### config.mk
export PLATFORM = sky130hd
export DESIGN_NAME = slicer_serial
export DESIGN_NICKNAME = d
export VERILOG_FILES = /design/src/rtl/slicer_pkg.sv /design/src/rtl/slice_select.sv /design/src/rtl/slicer_serial.sv
export SDC_FILE = /design/constraint.sdc
export NUM_CORES = 1
export LEC_CHECK = 0
export ABC_CLOCK_PERIOD_IN_PS = 2790
export BUFFER_PORTS_ARGS = -buffer_cell sky130_fd_sc_hd__buf_2
export CAP_MARGIN = 20
export CELL_PAD_IN_SITES_DETAIL_PLACEMENT = 1
export CELL_PAD_IN_SITES_GLOBAL_PLACEMENT = 1
export CORE_MARGIN = 3
export CORE_UTILIZATION = 38
export CTS_CLUSTER_DIAMETER = 50
export DETAILED_ROUTE_END_ITERATION = 12
export GPL_TIMING_DRIVEN = 0
export PLACE_DENSITY_LB_ADDON = 0.15
export SLEW_MARGIN = 0
export SYNTH_ARGS = -nofsm -noshare
export SYNTH_HDL_FRONTEND = slang
export SYNTH_SLANG_ARGS = --single-unit
### constraint.sdc
create_clock -name clk -period 2.79 [get_ports clk]
set_clock_uncertainty 0.2 [all_clocks]
set_input_delay 0.4185 -clock clk [delete_from_list [all_inputs] [get_ports clk]]
set_output_delay 0.4185 -clock clk [all_outputs]
set_load 0.02 [all_outputs]
### src/rtl/slicer_pkg.sv
// Shared types and elaboration helpers for the serial word slicer.
package slicer_pkg;

    typedef enum logic {
        IDLE = 1'b0,
        EMIT = 1'b1
    } state_t;

    function automatic int clog2(input int value);
        int result;
        int rem;
        result = 0;
        rem    = value - 1;
        while (rem > 0) begin
            result = result + 1;
            rem    = rem >> 1;
        end
        return result;
    endfunction

    // Index width never collapses to zero bits, even for a single slice.
    function automatic int idx_width(input int n);
        return (clog2(n) < 1) ? 1 : clog2(n);
    endfunction

endpackage

### src/rtl/slice_select.sv
// Combinational selector: picks slice idx (bits idx*OUT_W +: OUT_W) out of word.
module slice_select
    import slicer_pkg::*;
#(
    parameter int IN_W  = 64,
    parameter int OUT_W = 32,
    localparam int N     = IN_W / OUT_W,
    localparam int IDX_W = idx_width(IN_W / OUT_W)
) (
    input  logic [IN_W-1:0]  word,
    input  logic [IDX_W-1:0] idx,
    output logic [OUT_W-1:0] slice
);

    logic [OUT_W-1:0] slices [N];

    for (genvar gi = 0; gi < N; gi++) begin : g_slices
        assign slices[gi] = word[gi*OUT_W +: OUT_W];
    end

    always_comb begin
        slice = '0;
        for (int i = 0; i < N; i++) begin
            if (int'(idx) == i) begin
                slice = slices[i];
            end
        end
    end

endmodule

### src/rtl/slicer_serial.sv
// Accepts one IN_W word and emits it as IN_W/OUT_W slices, MSB- or LSB-first,
// over a valid/ready output with back-to-back word acceptance on the last slice.
module slicer_serial
    import slicer_pkg::*;
#(
    parameter int IN_W  = 64,
    parameter int OUT_W = 32,
    localparam int N     = IN_W / OUT_W,
    localparam int IDX_W = idx_width(IN_W / OUT_W)
) (
    input  logic             clk,
    input  logic             rst,
    input  logic             in_valid,
    output logic             in_ready,
    input  logic [IN_W-1:0]  in_data,
    input  logic             msb_first,
    output logic             out_valid,
    input  logic             out_ready,
    output logic [OUT_W-1:0] out_data,
    output logic [IDX_W-1:0] out_idx,
    output logic             out_last,
    output logic             busy
);

    if ((IN_W % OUT_W) != 0 || (IN_W / OUT_W) < 2) begin : g_bad_params
        $error("slicer_serial: IN_W must be a multiple of OUT_W with at least two slices");
    end

    localparam logic [IDX_W-1:0] IDX_MAX = IDX_W'(N - 1);
    localparam logic [IDX_W-1:0] IDX_ONE = IDX_W'(1);

    state_t           state_q;
    logic [IN_W-1:0]  word_q;
    logic             msb_q;
    logic [IDX_W-1:0] idx_q;

    logic [OUT_W-1:0] slice;
    logic [IDX_W-1:0] last_idx;
    logic             at_last;
    logic             in_hs;
    logic             out_hs;

    slice_select #(
        .IN_W  (IN_W),
        .OUT_W (OUT_W)
    ) u_slice_select (
        .word  (word_q),
        .idx   (idx_q),
        .slice (slice)
    );

    assign last_idx  = msb_q ? '0 : IDX_MAX;
    assign at_last   = (idx_q == last_idx);
    assign busy      = (state_q == EMIT);
    assign out_valid = busy;
    assign out_last  = busy && at_last;
    assign out_idx   = busy ? idx_q : '0;
    assign out_data  = busy ? slice : '0;

    // Ready also on the final accepted slice so the next word loads without a bubble.
    assign in_ready  = (state_q == IDLE) || (out_valid && out_ready && out_last);
    assign in_hs     = in_valid && in_ready;
    assign out_hs    = out_valid && out_ready;

    always_ff @(posedge clk) begin
        if (rst) begin
            state_q <= IDLE;
            word_q  <= '0;
            msb_q   <= 1'b0;
            idx_q   <= '0;
        end else begin
            if (in_hs) begin
                state_q <= EMIT;
                word_q  <= in_data;
                msb_q   <= msb_first;
                idx_q   <= msb_first ? IDX_MAX : '0;
            end else if (out_hs) begin
                if (at_last) begin
                    state_q <= IDLE;
                end else begin
                    idx_q <= msb_q ? (idx_q - IDX_ONE) : (idx_q + IDX_ONE);
                end
            end
        end
    end

endmodule

* Word-level counts from Yosys, hierarchy flattened *
Cells that the tools add are included.
W data, S select, Z words.

cells by class
  mux-type cells = 12
  reduce and logical (&&, ||, !) cells = 9
  equal/unequal tests = 2
  bitwise logic cells = 1
  add/subtract/negate cells = 2

operators with widths
  cell                   number
  $mux W32               2
  $mux W1                10
  $logic_and A1 B1 Y1    4
  $reduce_and A2 Y1      2
  $reduce_bool A2 Y1     2
  $ne A2 B1 Y1 const B   1
  $add A1 B1 Y1 const B  1
  $eq A1 B1 Y1           1
  $logic_or A1 B1 Y1     1
  $not A1 Y1             1
  $sub A1 B1 Y1 const B  1

word-level totals
  register bits = 67
  input port bits = 69
  output and inout bits = 37
  logic and storage cells = 30

* Logic depth before layout (Yosys ltp) *
  depth in word-level cells = 8
  mapped depth = 7
  gate-level depth less buffers = 4

* Modules after synthesis *
From an unflattened synthesis, not the netlist that was laid out.

unflattened totals
  cells, all modules = 376
  area total of the unflattened synthesis = 3173.0 um2

by module, submodules not included
  module         cells each  seq. area each (um2)  times used  area an instance (um2)
  slicer_serial  340         1341.3                1           2628.8
  slice_select   36          0.0                   1           544.3

* Least setup slack after synthesis *
No wires, ideal clock.

  path type = flip-flop to output port
  start point = register state_q, in the netlist busy
  end point = output port out_data[25]
  arrival = 1351 ps
  buffers on the path = 2
  stages on the path, launching flop included = 4
  path slack = 821 ps
  data required time = 2172 ps
  cells stage by stage = dfxtp_1 > clkbuf_1 > clkbuf_1 > nor2b_1

between the ends
  cells in the longest elaborated chain, start to end = 1

RTL lines
  item                    RTL line             text
  from (decl)             slicer_serial.sv:32  state_t state_q;
  from (signal assigned)  slicer_serial.sv:67  state_q <= IDLE;
  from (signal assigned)  slicer_serial.sv:73  state_q <= EMIT;
  from (signal assigned)  slicer_serial.sv:79  state_q <= IDLE;
  $mux W32                slicer_serial.sv:58  assign out_data = busy ? slice : '0;
  to (decl)               slicer_serial.sv:19  output logic [OUT_W-1:0] out_data,

No other way between the ends.

* Worst setup path after layout *
  start point = register state_q, in the netlist busy
  end point = output port out_data[26]

The elaborated chain is that of the path after synthesis.

==> results by group <==
Clocking
  – CTS sink count: 67
  – Root Buffer: clkbuf_8
  – TritonCTS clock tree: built
  – Clk_lat worst skew: between 300 and 400 ps
  – Clk buf depth: 2
  – Clock transition at path regs: around 80 ps
  – TritonCTS Buffers: 9
  – Htree depth: 3

Timing
  – Slew Viols, Final: 0
  – Final Hold Slack: between 100 and 150 ps
  – Achievable frequency: between 300 and 400 MHz
  – Minimum clock period: between 2000 and 3000 ps
  – Hold Vio Cnt, Final: 0
  – RSZ-0062 raised after global routing: no
  – Slew @ Worst Pin: roughly 540 ps
  – Slew headroom: 63.9%
  – Final period util: approximately nine tenths
  – Final setup violation count: 0
  – Final TNS setup: 0 ps

Placed design
  – Final GP Congestion: around 0.78
  – Post-placement cell area: 0.00366 mm2
  – Placed cell count: just under 600
  – Post-DP HPWL: roughly 6400 um
  – PortBufs: 104

Logic synthesis
  – Register area share after synthesis: between 40% and 50%
  – Compound-Gate Fraction of Synth Area: approximately 12%
  – Post-synth top area cell: dfxtp_1
  – Number of synthesized register bits: 67
  – Mapped Avg Cell Area: 8.01 um2
  – Synth top area cells: dfxtp_1, nand2_1, a21oi_1
  – Netlist Area Pre-Place: roughly 0.003 mm2
  – Synthesis warning total: 0
  – Mux contribution to synthesized area: between 10% and 20%
  – Post-Synth Adder-Cell Area: 0%
  – Share of the synthesized area in the top cell type: roughly 45%
  – Synthesized instance count: between 300 and 400
  – Syn nets: 445
  – Post-Synth Simple-Gate Area: about a quarter
  – Library cells used by synthesis: 19
  – Xor/xnor share of the synthesized area: 0.540%
  – Largest family of logic cells by synthesized area: simple AND/OR/NAND/NOR gates

Setup path
  – Cell mode on critical path: clkbuf_1
  – CP Class: reg2out
  – Req. time, crit path: 2170 ps
  – Top cell family by delay on the critical path: buffers and inverters
  – Worst path bufs/invs: 3
  – Crit path arrival time: 1930 ps
  – Startpoint Class: flip-flop
  – Worst R2R End: word_q[27]$_SDFFE_PP0P_
  – CP max-delay cell: dfxtp_1
  – Slowest stage delay, CP: ~470 ps
  – Crit path cell chain: clkbuf_1, clkbuf_1, nor2b_1, buf_2
  – Reg2Reg Launch Point: idx_q$_SDFFE_PP0P_
  – Peak fanout along the critical path: 10
  – Flop2flop setup slack: 1000 ps
  – Critical path endpoint category: primary output
  – Cell count of the worst reg-to-reg path: 7

Global routing
  – Global-route usage over all layers: ~19%
  – Largest net degree at the start of global routing: 12
  – Initial antenna violation count: 0
  – Global-route wire length before repair: around 13,000 um
  – Total gr overflow: 0
  – Vias in the first global route: around 2,800

Layout
  – Layout cell share with drive strength beyond 1: 28.6%
  – Final net count: 560
  – Cell area after layout: ~0.004 mm2
  – ANT cells: 0
  – Commonest cells after routing, fill and taps aside: nand2_1, buf_2, a21oi_1, dfxtp_1, nor2b_1
  – Layout Utilization: between 50% and 60%
  – Non-filler cells, final: 595
  – Commonest non-fill, non-tap cell in the layout: nand2_1
  – Area Overhead vs Synth: 29.5%

Detailed routing
  – Routed via count: 2,864
  – Routed WL per cell: around 14 um
  – Routed wire length: about 8500 um
  – Via/cell ratio: about 4.8
  – # DRC: 0
  – DRT Pass-1 Iters: 4
  – DRT iter0 DRCs: ~70
  – Final antenna-violating net count: 0

Worst hold path
  – Hold path cells: 3
  – Min-delay worst type: in2reg
  – Hold Startpoint: in_data[30]
  – Hold EP: word_q[30]$_SDFFE_PP0P_

Die
  – Die Area: 0.00903 mm2
  – Core footprint: about 0.0075 mm2
  – Die Y: 95.0 um
  – Chip width: approximately 95 um
  – Initial Util: between 40% and 50%
  – Core Rows: 31
  – # IOs: roughly 110

Status
  – Status: completed

Power
  – PD cells: between 600 and 700 mW/mm2
  – Pleak: approximately 1.7 nW
  – Peak VDD IR: around 0.34 mV

Flow run
  – MaxCap Viol Count: 0
[registers in the layout (all words and copies together) (netlist names)]
name / flops
busy: 1
word_q: 64
msb_q: 1
idx_q: 1
[layout make-up]
| cell class | instances | area (um2) |
|---|---|---|
| timing repair buffer | 104 | 520 |
| buffer | 30 | 215 |
| fill | 976 | 3590 |
| inverter | 1 | 3.75 |
| sequential | 67 | 1340 |
| clock buffer | 11 | 141 |
| clock inverter | 5 | 100 |
| multi-input combinational | 278 | 1450 |
| tap | 99 | 124 |
[report_power, final]
part	internal (mW)	leakage, nW	switching [mW]
sequential	1.03	0.551	0.0376
clock	0.616	0.123	0.361
combinational	0.192	1.05	0.254
[worst max-delay path by stage]
| stage | startpoint | to | slack (ps) | cells past startpoint |
|---|---|---|---|---|
| after CTS | busy$_SDFFE_PP0P_ | out_data[7] | 150 | 4 |
| after detailed placement | busy$_SDFFE_PP0P_ | out_data[7] | 540 | 4 |
| after global placement | busy$_SDFFE_PP0P_ | out_data[10] | 550 | 4 |
| final | busy$_SDFFE_PP0P_ | out_data[26] | 240 | 4 |
| after floorplan | busy$_SDFFE_PP0P_ | out_data[25] | 820 | 3 |
| after global routing | busy$_SDFFE_PP0P_ | out_data[26] | 60 | 4 |
[through the flow]
stage	power [mW]	setup WS, ps
floorplan	1.38	821
global placement	1.52	546
detailed placement	1.54	542
CTS	2.51	145
global route	2.61	55.3
finish	2.49	238
[metal layers]
| metal | up-vias | global-route usage (%) | routed length [um] |
|---|---|---|---|
| met5 | - | 0 | 0 |
| met1 | 1333 | 24.3 | 3760 |
| met4 | 0 | 7.69 | 154 |
| li1 | 1451 | - | - |
| met2 | 69 | 31.8 | 4130 |
| met3 | 11 | 4.34 | 453 |
[Yosys cell counts, drive strengths merged]
master and count:
a2111oi 1, a21o 1, a21oi 67, a31o 1
a31oi 1, and2 2, buf 19, clkbuf 11
dfxtp 67, inv 1, mux2i 32, nand2 134
nand2b 2, nor2 2, nor2b 33, o2bb2ai 1
xor2 1
[kinds of logic after synthesis]
group / after synthesis
xor+xnor: 1
compound gates: 72
buf+inv: 31
flops: 67
mux: 32
simple gates: 173
[worst reg2reg max path, cell delays in order, from the launching register on]
cell and delay, ps:
dfxtp_1 310, buf_6 140, xor2_2 200, a31oi_1 230
buf_4 240, buf_6 170, nand2_1 60, a21oi_1 160
[repair_timing]
item / CTS / global route
hold buffers: 0 / 0
endpoints found under the setup margin: 0 / 2
gates resized for setup: 0 / 4
buffers inserted: 0 / 0
No activity file was read; power rests on OpenSTA's default activity.
